==> src/rtl/io_peripheral_bank.sv <==
// Memory-mapped I/O responder: synchronizes and debounces board SW/KEY, keeps sticky key-press
// flags, and holds the LEDR/LEDG/HEX registers feeding four active-low 7-segment digits.
// Latency: rdData is combinational; stores land on the next edge; KEY -> key_db takes 2 + DEBOUNCE_CYCLES edges.
// Backpressure: none. Every strobe is accepted in the cycle it is presented.
//
// Ports:
//   clk, reset           system clock, asynchronous active-high reset
//   swEn, keyEn          load strobes (SW / KEY registers); keyEn also clears the press flags at the edge
//   ledrEn, ledgEn, hexEn store strobes for LEDR / LEDG / HEX registers
//   wrData[31:0]         store data
//   SW[9:0], KEY[3:0]    raw board inputs, asynchronous to clk (KEY active-low)
//   rdData[31:0]         combinational load data
//   LEDR[9:0], LEDG[7:0] LED registers
//   HEX0..HEX3[6:0]      active-low segments {g,f,e,d,c,b,a} for hex_reg nibbles 0..3
module io_peripheral_bank #(
  parameter int DEBOUNCE_CYCLES = 50000,
  parameter int CNT_W           = 16
) (
  input  logic        clk,
  input  logic        reset,
  input  logic        swEn,
  input  logic        keyEn,
  input  logic        ledrEn,
  input  logic        ledgEn,
  input  logic        hexEn,
  input  logic [31:0] wrData,
  input  logic [9:0]  SW,
  input  logic [3:0]  KEY,
  output logic [31:0] rdData,
  output logic [9:0]  LEDR,
  output logic [7:0]  LEDG,
  output logic [6:0]  HEX0,
  output logic [6:0]  HEX1,
  output logic [6:0]  HEX2,
  output logic [6:0]  HEX3
);

  localparam logic [CNT_W-1:0] CNT_LAST = CNT_W'(DEBOUNCE_CYCLES - 1);

  // Two-flop synchronizers. KEY is inverted on entry so that 1 means "pressed" everywhere inside.
  logic [9:0] sw_meta_q, sw_meta_d;
  logic [9:0] sw_s_q, sw_s_d;
  logic [3:0] key_meta_q, key_meta_d;
  logic [3:0] key_s_q, key_s_d;

  // Debounce state and sticky press flags.
  logic [3:0]            key_db_q, key_db_d;
  logic [3:0][CNT_W-1:0] cnt_q, cnt_d;
  logic [3:0]            flag_q, flag_d;
  logic [3:0]            key_rise;

  // Output registers.
  logic [9:0]  ledr_q, ledr_d;
  logic [7:0]  ledg_q, ledg_d;
  logic [15:0] hex_q, hex_d;

  // Upper store-data bits have no destination register.
  logic unused_wr_hi;
  assign unused_wr_hi = ^wrData[31:16];

  // ---------------------------------------------------------------------------
  // Next-state logic
  // ---------------------------------------------------------------------------
  always_comb begin
    sw_meta_d  = SW;
    sw_s_d     = sw_meta_q;
    key_meta_d = ~KEY;
    key_s_d    = key_meta_q;

    key_db_d = key_db_q;
    cnt_d    = cnt_q;
    for (int i = 0; i < 4; i++) begin
      if (key_s_q[i] == key_db_q[i]) begin
        // Level agrees with the accepted state: any partial count (a bounce) is discarded.
        cnt_d[i] = '0;
      end else if (cnt_q[i] == CNT_LAST) begin
        key_db_d[i] = key_s_q[i];
        cnt_d[i]    = '0;
      end else begin
        cnt_d[i] = cnt_q[i] + 1'b1;
      end
    end

    // A press accepted on this edge sets its flag on this same edge, overriding a concurrent
    // read-clear so the press is never lost between the read and the clear.
    key_rise = key_db_d & ~key_db_q;
    flag_d   = (keyEn ? 4'b0000 : flag_q) | key_rise;

    ledr_d = ledrEn ? wrData[9:0]  : ledr_q;
    ledg_d = ledgEn ? wrData[7:0]  : ledg_q;
    hex_d  = hexEn  ? wrData[15:0] : hex_q;
  end

  // ---------------------------------------------------------------------------
  // State registers
  // ---------------------------------------------------------------------------
  always_ff @(posedge clk or posedge reset) begin
    if (reset) begin
      sw_meta_q  <= '0;
      sw_s_q     <= '0;
      key_meta_q <= '0;
      key_s_q    <= '0;
      key_db_q   <= '0;
      cnt_q      <= '0;
      flag_q     <= '0;
      ledr_q     <= '0;
      ledg_q     <= '0;
      hex_q      <= '0;
    end else begin
      sw_meta_q  <= sw_meta_d;
      sw_s_q     <= sw_s_d;
      key_meta_q <= key_meta_d;
      key_s_q    <= key_s_d;
      key_db_q   <= key_db_d;
      cnt_q      <= cnt_d;
      flag_q     <= flag_d;
      ledr_q     <= ledr_d;
      ledg_q     <= ledg_d;
      hex_q      <= hex_d;
    end
  end

  // ---------------------------------------------------------------------------
  // Load-data mux: combinational so it lines up with the decoder's select in the
  // same cycle. Flags shown are the pre-clear values.
  // ---------------------------------------------------------------------------
  always_comb begin
    rdData = 32'b0;
    if (keyEn) begin
      rdData = {24'b0, flag_q, key_db_q};
    end else if (swEn) begin
      rdData = {22'b0, sw_s_q};
    end
  end

  // ---------------------------------------------------------------------------
  // Outputs
  // ---------------------------------------------------------------------------
  function automatic logic [6:0] seg7(input logic [3:0] nib);
    logic [6:0] s;
    case (nib)
      4'h0: s = 7'h40;
      4'h1: s = 7'h79;
      4'h2: s = 7'h24;
      4'h3: s = 7'h30;
      4'h4: s = 7'h19;
      4'h5: s = 7'h12;
      4'h6: s = 7'h02;
      4'h7: s = 7'h78;
      4'h8: s = 7'h00;
      4'h9: s = 7'h10;
      4'hA: s = 7'h08;
      4'hB: s = 7'h03;
      4'hC: s = 7'h46;
      4'hD: s = 7'h21;
      4'hE: s = 7'h06;
      default: s = 7'h0E;
    endcase
    return s;
  endfunction

  assign LEDR = ledr_q;
  assign LEDG = ledg_q;
  assign HEX0 = seg7(hex_q[3:0]);
  assign HEX1 = seg7(hex_q[7:4]);
  assign HEX2 = seg7(hex_q[11:8]);
  assign HEX3 = seg7(hex_q[15:12]);

endmodule

==> config.mk <==
export PLATFORM = sky130hd
export DESIGN_NAME = io_peripheral_bank
export DESIGN_NICKNAME = d
export VERILOG_FILES = /design/src/rtl/io_peripheral_bank.sv
export SDC_FILE = /design/constraint.sdc
export NUM_CORES = 1
export LEC_CHECK = 0
export CAP_MARGIN = 20
export CORE_UTILIZATION = 50
export DETAILED_ROUTE_END_ITERATION = 6
export PLACE_DENSITY = 0.77
export REMOVE_ABC_BUFFERS = 1
export SLEW_MARGIN = 30
export SYNTH_ARGS = -nofsm -noshare
export SYNTH_HDL_FRONTEND = slang
export SYNTH_SLANG_ARGS = --single-unit
export TNS_END_PERCENT = 30
==> constraint.sdc <==
create_clock -name clk -period 7.6 [get_ports clk]
set_input_delay 1.52 -clock clk [delete_from_list [all_inputs] [get_ports clk]]
set_output_delay 1.52 -clock clk [all_outputs]
set_load 0.005 [all_outputs]
==> impl_metrics.json <==
{
  "outcome": "finished, final reports clean",
  "antenna_found_initial": 0,
  "worstPathArrival_ns": 3.63,
  "die_area_sq_um": 13900,
  "holdPathStages": 0,
  "slowest_stage": "nor2b_1",
  "drc": 0,
  "ctsResizeCount": 0,
  "antennaDiodeCount": 0,
  "power.share.sequential_pct": 43.5,
  "ant_nets": 0,
  "die_w_um": 118,
  "max_stage_delay_ns": 0.67,
  "routed_wirelength_um": 13300,
  "routedWlPerCell_um": 14.8,
  "setup_viol": 0,
  "p_leak_nw": 3.58,
  "dp_worst_setup_slack_ns": 2.51,
  "fill_cells": 960,
  "finalHoldViolations": 0,
  "initial_core_util_pct": 52.3,
  "fin_crit_sh_pct": 67.8,
  "yosysWarnings": 0,
  "ys_seq_elements": 134,
  "slew_violations": 0,
  "cp.required_ns": 6.08,
  "synthMuxAreaShare_pct": 8.57,
  "avgSynthCellArea_sq_um": 10.7,
  "coreArea_sq_um": 12800,
  "drive_gt1_share_pct": 11.1,
  "pwr-share-clk_pct": 43.6,
  "p_switching_w": 0.000439,
  "grt_pass1_vias": 4808,
  "synth.largest_area_cell": "dfrtp_1",
  "yosys.area_share.simple_pct": 17.0,
  "path_common_cell": "clkdlybuf4s50_1",
  "gp_congestion": 0.834,
  "syn_to_final_growth_pct": 23.1,
  "worstPathCellList": "clkdlybuf4s50_1 -> nor2b_1 -> nand2_1 -> o21ai_0 -> clkdlybuf4s50_1",
  "cts_num_sinks": 134,
  "hold_class": "flip-flop to flip-flop",
  "critPathMaxFanout": 10,
  "relSlewSlack_pct": 43.3,
  "rsz0062_at_grt": "false",
  "hold_buffers": 0,
  "port_buffers": 92,
  "synth-compound-area-share_pct": 6.23,
  "internal-power_w": 0.00135,
  "htree_levels": 4,
  "fin_tns_setup_ns": 0,
  "grt_use_total_pct": 20.8,
  "r2r_cells": 4,
  "syn_area_sq_um": 6700,
  "dr_total_vias": 4820,
  "synth_top_area_share_pct": 50.0,
  "ys_seq_area_share_pct": 50.0,
  "fin_ws_ns": 2.45,
  "grt_pass1_wl_um": 23100,
  "clk_path_buf_depth": 2,
  "synth_top_family_by_area": "simple AND/OR/NAND/NOR gates",
  "post_cts_buffers": 0,
  "tightest_slew_ns": 0.848,
  "final.min_clock_period_ns": 5.15,
  "ios": 131,
  "grt-ovfl-total": 0,
  "start_kind": "primary input",
  "swShare_pct": 24.5,
  "synth_area_leaders": "dfrtp_1 (50%), ha_1 (5.2%), mux2_2 (5.2%), nor2_1 (4.9%), xnor2_1 (4.8%)",
  "synthXorXnorAreaFrac_pct": 7.45,
  "finalClockSkew_ns": 0.00589,
  "rows": 41,
  "root_buffer": "clkbuf_16",
  "utilization_pct": 64.4,
  "vias_per_cell": 5.36,
  "dieHeight_um": 118,
  "powerDensity_nw_per_um2": 217,
  "hpwl_um": 9270,
  "cts_tree": "done",
  "numCtsBuffers": 17,
  "postSynthCellCount": 624,
  "fmax_mhz": 194,
  "max_cap_violations": 0,
  "pwr-share-comb_pct": 12.9,
  "drtIter0Drc": 283,
  "dr.pass1.iters": 4,
  "clk_latency_ns": 0.41,
  "synth_cell_types": 46,
  "fin_nets": 796,
  "crit_path_end_kind": "output port",
  "cts.clk_slew.worst_paths_ns": 0.06,
  "grt_max_degree": 81,
  "criticalPathCategory": "primary input to output port",
  "synthAdderAreaFrac_pct": 5.23,
  "ir_worst_vdd_v": 0.000226
}
-- power groups by stage --
stage | registers, W | clock network (W) | logic [W]
6_report | 0.000778 | 0.000779 | 0.000231
3_3_place_gp | 0.000787 | 0 | 0.000225
3_5_place_dp | 0.000790 | 0 | 0.000232
4_1_cts | 0.000778 | 0.000791 | 0.000233
2_1_floorplan | 0.000784 | 0 | 0.000112
5_1_grt | 0.000783 | 0.000823 | 0.000253
-- stage by stage --
stage	cell area [sq um]	power [W]	hold slack, ns	instances
detailed placement	7680	0.00102	0.335	868
global placement	7680	0.00101	0.332	868
finish	8250	0.00179	0.343	900
global route	8250	0.00186	0.353	900
floorplan	6530	0.000896	0.331	603
CTS	8260	0.00180	0.345	900
-- area by class of cell --
| type | count | area (sq um) | share of cell area [%] |
|---|---|---|---|
| inverter | 31 | 121 | 1.47 |
| clock buffer | 19 | 453 | 5.49 |
| sequential | 134 | 3350 | 40.6 |
| timing repair buffer | 93 | 923 | 11.2 |
| multi-input combinational | 438 | 3060 | 37.1 |
| clock inverter | 13 | 124 | 1.50 |
| tap | 172 | 215 | 2.61 |
-- synthesized netlist by cell type (all sizes together) --
library cell / number
xnor2: 37
and4: 2
a22o: 14
o41ai: 2
nand3b: 1
or4: 3
nand2: 38
nor4b: 2
conb: 1
nand4bb: 2
ha: 28
a32o: 6
mux2i: 12
inv: 31
o21ai: 19
or3: 4
buf: 27
o31ai: 2
nand3: 22
o2bb2ai: 2
a31oi: 2
nor2: 87
nor2b: 5
or3b: 4
mux4: 4
xor2: 20
nor4bb: 2
o21a: 2
nand2b: 4
a21oi: 5
nor4: 15
nor3: 11
clkbuf: 15
and3: 6
and2: 5
dfrtp: 134
mux2: 32
nand4: 16
-- layer usage --
layer	up-vias	track usage (%)	part of all wire, %
met5	-	0	0
met4	0	9.29	2.2
met3	24	4.80	4.7
met1	2377	26.3	44
met2	135	33.9	49
li1	2284	-	-
-- path summary, 6_finish.rpt --
| kind | start | endpoint | slack [ns] |
|---|---|---|---|
| max in group asynchronous | reset | cnt_q[11] | 4.84 |
| min in group asynchronous | reset | LEDR[9] | 1.61 |
| hold / removal | sw_meta_q[3] | sw_s_q[3] | 0.34 |
| setup / recovery | keyEn | rdData[3] | 2.45 |
| setup reg to reg | cnt_q[60] | cnt_q[56] | 5.60 |
| hold reg to reg | sw_meta_q[3] | sw_s_q[3] | 0.34 |
-- critical path: cells and delay by family --
kind / cells / cell delay (ns)
compound gates: 1 / 0.13
buf+inv: 2 / 1.18
simple gates: 2 / 0.80
-- flip-flops by register name (all words and copies together), names as in the netlist --
signal,cells
sw_meta_q,10
key_s_q,4
key_meta_q,4
cnt_q,64
flag_q,4
LEDR,10
sw_s_q,10
key_db_q,4
LEDG,8
hex_q,16
-- cell families (layout without fill, tap and decap cells) --
logic type,after synthesis,in the layout
simple gates,229,229
flops,134,134
buf+inv,73,156
xor+xnor,57,57
compound gates,54,54
mux,48,48
fa+ha+maj,28,28
other cells,1,22
-- layout by cell type (no fill, tap or decap), types with 3 or more instances in the layout --
cell type and n:
clkinv_4 5, inv_6 3, clkdlybuf4s50_1 91, or3b_2 4, or3_1 4, dfrtp_1 134
nand3_1 22, a32o_1 6, nor2b_1 5, clkinvlp_4 3, conb_1 22, ha_1 28
a21oi_1 5, inv_1 30, and3_1 5, mux4_2 4, nor3_1 11, nand2b_1 4
xor2_1 20, xnor2_1 37, a22o_1 14, mux2_2 31, nand4_1 16, and2_1 5
clkbuf_16 17, nor4_1 15, nand2_1 37, o21ai_0 19, mux2i_1 12, nor2_1 87
No activity file was read; power rests on OpenSTA's default activity.
==> RTL change, RTL diff (same flow settings) <==
The parameter `DEBOUNCE_CYCLES` goes from 50000 to 25000.
--- a/src/rtl/io_peripheral_bank.sv
+++ b/src/rtl/io_peripheral_bank.sv
@@ -13,7 +13,7 @@
 //   LEDR[9:0], LEDG[7:0] LED registers
 //   HEX0..HEX3[6:0]      active-low segments {g,f,e,d,c,b,a} for hex_reg nibbles 0..3
 module io_peripheral_bank #(
-  parameter int DEBOUNCE_CYCLES = 50000,
+  parameter int DEBOUNCE_CYCLES = 25000,
   parameter int CNT_W           = 16
 ) (
   input  logic        clk,
Formal check against the unedited RTL: no difference found for any inputs over 10 cycles, from zero or initial values and one cycle with reset high; that may be too few to reach the edited logic, so the function may still have changed.
==> RTL change against the original RTL <==
Fmax down 2.9%. Area after synthesis shrank 0.93%. Via count decreased by 2.2%. Utilization is 0.19 points lower. Wire length decreased by 3.0%. Worst setup slack worse by 0.16 ns. Critical endpoint is now rdData[5]. Cell area fell by 0.70%. Largest power group unchanged. Synthesized cell count grew 0.32%. Total power rose by 1.9%. Sequential cell count is the same. Final cell count unchanged. Clock skew rose by 0.0011 ns. Register-to-register slack improved by 0.07 ns. Largest cell class unchanged.
==> RTL change: results <==
<?xml version="1.0" encoding="UTF-8"?>
<metrics>
  <group name="timing">
    <metric name="worst_hold_margin" unit="ns">0.347</metric>
    <metric name="max-slew-margin-rel" unit="%">37.4</metric>
    <metric name="skew" unit="ns">0.00698</metric>
  </group>
  <group name="status">
    <metric name="run_status" unit="">finished, final reports clean</metric>
  </group>
  <group name="global_routing">
    <metric name="grt_pass1_wl" unit="mm">21.6</metric>
    <metric name="grt_start_max_net_pins" unit="">73</metric>
    <metric name="grt_usage" unit="%">20.6</metric>
    <metric name="grt_pass1_vias" unit="">4588</metric>
    <metric name="initial_antenna_violation_count" unit="">1</metric>
  </group>
  <group name="pwr">
    <metric name="peakVddDrop" unit="uV">166</metric>
    <metric name="power.net_switching" unit="W">0.000411</metric>
    <metric name="combinationalPowerShare" unit="%">12.7</metric>
    <metric name="clock_power_share" unit="%">44.6</metric>
  </group>
  <group name="clock_network">
    <metric name="cts_buffers" unit="">17</metric>
    <metric name="root_buffer" unit="">sky130_fd_sc_hd__clkbuf_16</metric>
  </group>
  <group name="yosys">
    <metric name="yosys.area_share.adder" unit="%">5.28</metric>
    <metric name="number_of_different_library_cells_in_the_post_synthesis_netlist" unit="">39</metric>
    <metric name="synthTopCellsByCount" unit="">sky130_fd_sc_hd__dfrtp_1 (134), sky130_fd_sc_hd__nor2_1 (92), sky130_fd_sc_hd__xnor2_1 (50)</metric>
    <metric name="synthMuxAreaShare" unit="%">7.91</metric>
    <metric name="fraction_of_the_mapped_netlist_area_in_compound_gates" unit="%">5.31</metric>
    <metric name="synth_area_leaders" unit="">sky130_fd_sc_hd__dfrtp_1 (50%), sky130_fd_sc_hd__xnor2_1 (6.6%), sky130_fd_sc_hd__ha_1 (5.3%)</metric>
    <metric name="yosys.area_share.xor_xnor" unit="%">7.91</metric>
  </group>
  <group name="critical_path">
    <metric name="r2r-start" unit="">cnt_q[60]</metric>
    <metric name="cpMaxStageDelayCell" unit="">sky130_fd_sc_hd__nor2b_1</metric>
    <metric name="crit_path_max_incr_delay" unit="ns">0.78</metric>
    <metric name="worstReg2RegEnd" unit="">cnt_q[57]</metric>
    <metric name="timing.reg2reg.setup_slack" unit="ns">5.67</metric>
    <metric name="arrival" unit="ns">3.79</metric>
    <metric name="endpoint" unit="">rdData[5]</metric>
    <metric name="crit_path_max_fanout" unit="">13</metric>
  </group>
  <group name="routing">
    <metric name="drt-vias-per-instance" unit="">5.24</metric>
    <metric name="detailedRoute.firstIterationViolations" unit="">274</metric>
    <metric name="wl" unit="mm">12.9</metric>
  </group>
  <group name="place">
    <metric name="dpl-instance-area" unit="um^2">7600</metric>
    <metric name="globalplace.congestion" unit="">0.861</metric>
    <metric name="dp_hpwl" unit="mm">9.11</metric>
  </group>
  <group name="hold_path">
    <metric name="timing.hold.worst_endpoint" unit="">sw_s_q[0]</metric>
    <metric name="min_from" unit="">sw_meta_q[0]</metric>
  </group>
  <group name="cells_and_area">
    <metric name="net_count_reported_at_finish" unit="">797</metric>
    <metric name="drive_above_1_share" unit="%">9.62</metric>
  </group>
</metrics>
[RTL change: cell count changes after synthesis, sizes merged, moves of 4 or more]
cell / change
xnor2: +13
xor2: -10
nand3: -5
nor2: +5
inv: +4
mux2: -4
nor3: +4
nor4: +4
o32ai: +4
or3: -4
[RTL change: layout make-up]
class                           count  area [um^2]
Fill cell                         970         4580
Clock inverter                      8          124
Inverter                           35          134
Multi-Input combinational cell    435         2970
Tap cell                          172          215
Sequential cell                   134         3350
Clock buffer                       23          468
Timing Repair Buffer               93          932
[RTL change: through the flow]
step                std cells  total power, W  utilization (%)  setup slack, ns
global route              900         0.00191             64.2             2.14
detailed placement        869         0.00102             59.5             2.31
global placement          869         0.00101             59.5             2.33
CTS                       900         0.00184             64.1             2.31
floorplan                 604        0.000894                -             2.50
finish                    900         0.00182             64.2             2.29
[RTL change: per-layer routing]
layer  share of wire (%)  up-vias  track usage [%]
met5                   0        -                0
met4                 1.4        0             7.00
met3                 5.0       18             5.82
met2                  49      132             34.2
met1                  44     2297             26.0
li1                    -     2267                -
